`config.mk`:
```
export PLATFORM = sky130hd
export DESIGN_NAME = mem_port_arbiter
export DESIGN_NICKNAME = d
export VERILOG_FILES = /design/src/rtl/core_pkg.sv /design/src/rtl/mem_port_arbiter.sv
export SDC_FILE = /design/constraint.sdc
export NUM_CORES = 1
export LEC_CHECK = 0
export ABC_AREA = 1
export CAP_MARGIN = 20
export CORE_ASPECT_RATIO = 1.4
export CORE_MARGIN = 2
export CORE_UTILIZATION = 43
export CTS_BUF_LIST = sky130_fd_sc_hd__clkbuf_16
export CTS_CLUSTER_SIZE = 20
export DETAILED_ROUTE_END_ITERATION = 10
export GPL_TIMING_DRIVEN = 0
export PLACE_DENSITY = 0.93
export SYNTH_ARGS = -nofsm -noshare
export SYNTH_HDL_FRONTEND = slang
export SYNTH_SLANG_ARGS = --single-unit
export TNS_END_PERCENT = 20
```
`constraint.sdc`:
```
create_clock -name clk -period 2.2 [get_ports clk]
set_input_delay 0.33 -clock clk [delete_from_list [all_inputs] [get_ports clk]]
set_output_delay 0.33 -clock clk [all_outputs]
set_load 0.01 [all_outputs]
```
`src/rtl/core_pkg.sv`:
```
// Shared types and constants for the core's memory-port arbitration.
package core_pkg;

  localparam int unsigned WORD_W = 32;
  localparam int unsigned BE_W   = WORD_W / 8;

  // Instruction fetches always read the full word.
  localparam logic [BE_W-1:0] FETCH_BE = {BE_W{1'b1}};

  typedef enum logic [1:0] {
    ARB_IDLE  = 2'd0,
    ARB_FETCH = 2'd1,
    ARB_DATA  = 2'd2
  } arb_state_e;

  // Request payload latched onto the memory port for the duration of an access.
  typedef struct packed {
    logic              we;
    logic [WORD_W-1:0] addr;
    logic [WORD_W-1:0] wdata;
    logic [BE_W-1:0]   be;
  } mem_cmd_t;

endpackage

```
`src/rtl/mem_port_arbiter.sv`:
```
// Arbitrates the single memory port between instruction fetch and the data
// stage: one access at a time, data first with a bounded streak, branch-flush
// kill of a fetch and a watchdog abort when memory never answers.
module mem_port_arbiter
  import core_pkg::*;
#(
  parameter int unsigned DATA_STREAK_MAX = 4,
  parameter int unsigned TIMEOUT         = 255
) (
  input  logic              clk,
  input  logic              rst_n,
  // fetch side
  input  logic              if_req,
  input  logic [WORD_W-1:0] if_addr,
  output logic [WORD_W-1:0] if_rdata,
  output logic              if_done,
  output logic              if_stall,
  input  logic              branch_flush,
  // data side
  input  logic              dm_req,
  input  logic              dm_we,
  input  logic [WORD_W-1:0] dm_addr,
  input  logic [WORD_W-1:0] dm_wdata,
  input  logic [BE_W-1:0]   dm_be,
  output logic [WORD_W-1:0] dm_rdata,
  output logic              dm_done,
  output logic              dm_stall,
  // memory port
  output logic              mem_req,
  output logic              mem_we,
  output logic [WORD_W-1:0] mem_addr,
  output logic [WORD_W-1:0] mem_wdata,
  output logic [BE_W-1:0]   mem_be,
  input  logic [WORD_W-1:0] mem_rdata,
  input  logic              mem_ready,
  output logic              bus_error
);

  localparam int unsigned STREAK_W = $clog2(DATA_STREAK_MAX + 1);
  localparam int unsigned TMO_W    = 8;

  arb_state_e          state_q,     state_d;
  mem_cmd_t            cmd_q,       cmd_d;
  logic                mem_req_q,   mem_req_d;
  logic [WORD_W-1:0]   if_rdata_q,  if_rdata_d;
  logic [WORD_W-1:0]   dm_rdata_q,  dm_rdata_d;
  logic                if_done_q,   if_done_d;
  logic                dm_done_q,   dm_done_d;
  logic                bus_error_q, bus_error_d;
  logic                kill_q,      kill_d;
  logic [STREAK_W-1:0] streak_q,    streak_d;
  logic [TMO_W-1:0]    tmo_q,       tmo_d;

  logic if_ok;
  logic dm_ok;
  logic data_first;
  logic tmo_hit;
  logic fetch_kill;

  // A requester still seeing its done pulse is finishing the previous access.
  assign if_ok = if_req & ~if_done_q;
  assign dm_ok = dm_req & ~dm_done_q;

  // Data owns the next slot unless fetch has waited through a full streak;
  // while data owns it, fetch may not slip in even if data is momentarily
  // ineligible.
  assign data_first = dm_req & ((streak_q < STREAK_W'(DATA_STREAK_MAX)) | ~if_req);

  assign tmo_hit    = (tmo_q == TMO_W'(TIMEOUT - 1));
  assign fetch_kill = kill_q | branch_flush;

  // Next-state and next-output computation.
  always_comb begin
    state_d     = state_q;
    cmd_d       = cmd_q;
    mem_req_d   = mem_req_q;
    if_rdata_d  = if_rdata_q;
    dm_rdata_d  = dm_rdata_q;
    if_done_d   = 1'b0;
    dm_done_d   = 1'b0;
    bus_error_d = 1'b0;
    kill_d      = kill_q;
    streak_d    = streak_q;
    tmo_d       = tmo_q;

    unique case (state_q)
      ARB_IDLE: begin
        if (data_first) begin
          if (dm_ok) begin
            state_d   = ARB_DATA;
            mem_req_d = 1'b1;
            cmd_d.we    = dm_we;
            cmd_d.addr  = dm_addr;
            cmd_d.wdata = dm_wdata;
            cmd_d.be    = dm_be;
            streak_d  = if_req ? streak_q + STREAK_W'(1) : '0;
            tmo_d     = '0;
            kill_d    = 1'b0;
          end
        end else if (if_ok && !branch_flush) begin
          state_d   = ARB_FETCH;
          mem_req_d = 1'b1;
          cmd_d.we    = 1'b0;
          cmd_d.addr  = if_addr;
          cmd_d.wdata = '0;
          cmd_d.be    = FETCH_BE;
          streak_d  = '0;
          tmo_d     = '0;
          kill_d    = 1'b0;
        end
      end

      ARB_FETCH, ARB_DATA: begin
        if (state_q == ARB_FETCH && branch_flush) begin
          kill_d = 1'b1;
        end
        if (mem_ready || tmo_hit) begin
          state_d     = ARB_IDLE;
          mem_req_d   = 1'b0;
          bus_error_d = ~mem_ready;
          if (state_q == ARB_DATA) begin
            dm_done_d = 1'b1;
            if (!mem_ready) begin
              dm_rdata_d = '0;
            end else if (!cmd_q.we) begin
              dm_rdata_d = mem_rdata;
            end
          end else if (!fetch_kill) begin
            if_done_d  = 1'b1;
            if_rdata_d = mem_ready ? mem_rdata : '0;
          end
        end else begin
          tmo_d = tmo_q + TMO_W'(1);
        end
      end

      default: begin
        state_d   = ARB_IDLE;
        mem_req_d = 1'b0;
      end
    endcase
  end

  // State and output registers; reset drops the memory request at once.
  always_ff @(posedge clk or negedge rst_n) begin
    if (!rst_n) begin
      state_q     <= ARB_IDLE;
      cmd_q       <= '0;
      mem_req_q   <= 1'b0;
      if_rdata_q  <= '0;
      dm_rdata_q  <= '0;
      if_done_q   <= 1'b0;
      dm_done_q   <= 1'b0;
      bus_error_q <= 1'b0;
      kill_q      <= 1'b0;
      streak_q    <= '0;
      tmo_q       <= '0;
    end else begin
      state_q     <= state_d;
      cmd_q       <= cmd_d;
      mem_req_q   <= mem_req_d;
      if_rdata_q  <= if_rdata_d;
      dm_rdata_q  <= dm_rdata_d;
      if_done_q   <= if_done_d;
      dm_done_q   <= dm_done_d;
      bus_error_q <= bus_error_d;
      kill_q      <= kill_d;
      streak_q    <= streak_d;
      tmo_q       <= tmo_d;
    end
  end

  assign mem_req   = mem_req_q;
  assign mem_we    = cmd_q.we;
  assign mem_addr  = cmd_q.addr;
  assign mem_wdata = cmd_q.wdata;
  assign mem_be    = cmd_q.be;
  assign if_rdata  = if_rdata_q;
  assign dm_rdata  = dm_rdata_q;
  assign if_done   = if_done_q;
  assign dm_done   = dm_done_q;
  assign bus_error = bus_error_q;

  // Stalls release in the same cycle the completion pulse is seen.
  assign if_stall = if_req & ~if_done_q;
  assign dm_stall = dm_req & ~dm_done_q;

endmodule

```
==> impl_metrics.env <==
export IMPL_start_util=0.4395
export IMPL_root_buffer="clkbuf_16"
export IMPL_finalNonFillerCells=1278
export IMPL_n_fill_cell=1146
export IMPL_grt_pass1_vias=6440
export IMPL_report_power_total_mw=13.53
export IMPL_yosys_area_top_type_share=0.5737
export IMPL_dr_pass1_iters=5
export IMPL_fin_nets=1218
export IMPL_syn_to_final_growth_pct=55.09
export IMPL_maxSlewViolCount=0
export IMPL_placed_cell_area_mm2=0.009618
export IMPL_start_kind="input pin"
export IMPL_finish_instance_area_mm2=0.01021
export IMPL_num_rows=53
export IMPL_worstMarginPinSlew_ns=0.6414
export IMPL_grtUsageMet3=0.07359
export IMPL_yosysSeqAreaShare=0.5737
export IMPL_yosys_warnings=0
export IMPL_dpl_hpwl_um=15560
export IMPL_dieWidth_um=108.6
export IMPL_cts_max_level=4
export IMPL_worstPathMaxFanout=3
export IMPL_viasPerCell=5.005
export IMPL_route_vias_total=6396
export IMPL_cap_violations=0
export IMPL_synth_cells=776
export IMPL_finalHoldViolCount=0
export IMPL_setup_ws_ns=0.1958
export IMPL_io_pins=278
export IMPL_hold_path_class="in2reg"
export IMPL_clk_latency_ns=0.42
export IMPL_gp_congestion=0.8156
export IMPL_grt_busiest_layer="met2"
export IMPL_drc=0
export IMPL_cp_data_arrival_time_ns=1.67
export IMPL_fmax_mhz=499.0
export IMPL_drive_gt1_frac=0.09761
export IMPL_dieArea_mm2=0.01634
export IMPL_syn_area_mm2=0.006586
export IMPL_status="completed"
export IMPL_cts_setup_buffers=0
export IMPL_yosys_area_top_type="dfrtp_1"
export IMPL_regArea_mm2=0.003779
export IMPL_met2_usage=0.4581
export IMPL_synth_nets=921
export IMPL_wire_per_inst_um=16.28
export IMPL_relSlewSlack=0.5724
export IMPL_grt_antenna_before_repair=0
export IMPL_yosysUniqueCellTypes=26
export IMPL_layout_common_cells="nand2_1, clkdlybuf4s50_1, dfrtp_1"
export IMPL_cts_buffer_depth=2
export IMPL_r2r_start="state_q[0]"
export IMPL_grt_max_degree=84
export IMPL_num_antenna_cells=0
export IMPL_grtUsageTotal=0.2551
export IMPL_grt_pass1_wl_um=32170
export IMPL_hold_start="mem_ready"
export IMPL_cts_tree="built"
export IMPL_antenna_left=0
export IMPL_cts_sinks=151
export IMPL_setup_viol=0
export IMPL_cp_required_ns=1.87
export IMPL_ys_flop_type="dfrtp_1"
export IMPL_synth_edf_count=0
export IMPL_drt_wl_total_um=20800
export IMPL_syn_avg_cell_area_um2=8.488
export IMPL_irDropWorstVdd_mv=0.6818
export IMPL_grtUsageMet1=0.2748
export IMPL_io_buffers=276
export IMPL_cts_buffers=17
export IMPL_dr_first_iter_drc_count=285
export IMPL_final_common_cell="nand2_1"
export IMPL_period_share=0.9110
export IMPL_p_leak_nw=4.774
export IMPL_crit_path_end_kind="primary output"
export IMPL_critPathKind="in2out"
export IMPL_async_reset_ff_frac=1.000
export IMPL_holdWs_ns=0.3119
export IMPL_fin_skew_ns=0.01206
export IMPL_holdBufCountCts=1
export IMPL_synth_seq_cells=151
export IMPL_rsz0062_at_grt="no"
export IMPL_dp_cells=1245
export IMPL_multiInputGateArea_mm2=0.002496
export IMPL_place_ws_ns=0.1070
export IMPL_cp_startpoint="if_req"
export IMPL_clk_pin_slew_worst_paths_ns=0.07
export IMPL_die_h_um=150.4
export IMPL_power_density_mw_per_mm2=1325
export IMPL_synth_area_leaders="dfrtp_1, nand2_1, o21ai_1, o21ai_2, o21ai_0"
export IMPL_grt_overflow=0
export IMPL_core_area_mm2=0.01499
export IMPL_min_period_ns=2.004
export IMPL_ctsResizeCount=0
[per-layer routing]
| layer | up-vias | part of all wire |
|---|---|---|
| met2 | 260 | 0.52 |
| met1 | 3031 | 0.36 |
| li1 | 3051 | - |
| met3 | 54 | 0.077 |
| met4 | 0 | 0.039 |
| met5 | - | 0 |
[area by class of cell]
cell class | instances | area share
Sequential cell | 151 | 0.3699
Timing Repair Buffer | 278 | 0.2743
Multi-Input combinational cell | 565 | 0.2444
Clock buffer | 17 | 0.04165
Buffer | 44 | 0.02462
Tap cell | 192 | 0.02352
Clock inverter | 15 | 0.01580
Inverter | 16 | 0.005879
[metrics by stage]
stage               utilization  setup TNS, ns
floorplan                     -              0
global placement         0.6398        -784.92
detailed placement       0.6418              0
CTS                      0.6816              0
global route             0.6816              0
finish                   0.6816              0
[power by group]
group / internal, mW / leakage [nW] / total (mW) / switching [mW]
Combinational: 2.99 / 2.52 / 6.00 / 3.00
Clock: 1.61 / 0.289 / 2.91 / 1.29
Sequential: 3.94 / 1.96 / 4.63 / 0.681
[flip-flops by register name (all words and copies together), names as in the netlist]
register / count
bus_error: 1
dm_done: 1
dm_rdata: 32
if_done: 1
if_rdata: 32
kill_q: 1
mem_addr: 32
mem_be: 4
mem_req: 1
mem_wdata: 32
mem_we: 1
state_q: 2
streak_q: 3
tmo_q: 8
[synth_stat cells (2+ instances only)]
| cell type | count |
|---|---|
| inv_2 | 3 |
| o21ai_1 | 61 |
| clkbuf_1 | 10 |
| nor3_1 | 2 |
| o21ai_2 | 23 |
| dfrtp_1 | 151 |
| buf_6 | 7 |
| buf_2 | 27 |
| nand3_1 | 12 |
| nand3b_1 | 2 |
| nand2_2 | 5 |
| o21ai_0 | 31 |
| nor2_1 | 15 |
| inv_1 | 13 |
| ha_1 | 6 |
| a21oi_1 | 2 |
| nand2_1 | 397 |
[cell families (layout without fill, tap and decap cells)]
logic type / after synthesis / in the layout / synth area share
and+or+nand+nor: 440 / 440 / 0.2631
DFF: 151 / 151 / 0.5737
AOI/OAI and AO/OA: 119 / 119 / 0.1045
buffers and inverters: 60 / 370 / 0.04730
adders and majority gates: 6 / 6 / 0.01140
[worst max-delay path, cell delays in order]
cell and delay [ns]:
clkdlybuf4s50_1 0.51, inv_1 0.08, nor2_1 0.14, clkdlybuf4s50_1 0.62
[final timing paths]
kind / to / slack [ns] / cells after the start
setup / recovery: if_stall / 0.20 / 4
hold / removal: if_rdata[31] / 0.31 / 3
min in group asynchronous: if_rdata[23] / 0.48 / 2
max in group asynchronous: mem_addr[31] / 0.85 / 3
hold reg to reg: mem_req / 0.48 / 2
setup reg to reg: if_rdata[29] / 0.22 / 7
Power figures use the tool's default switching activity.
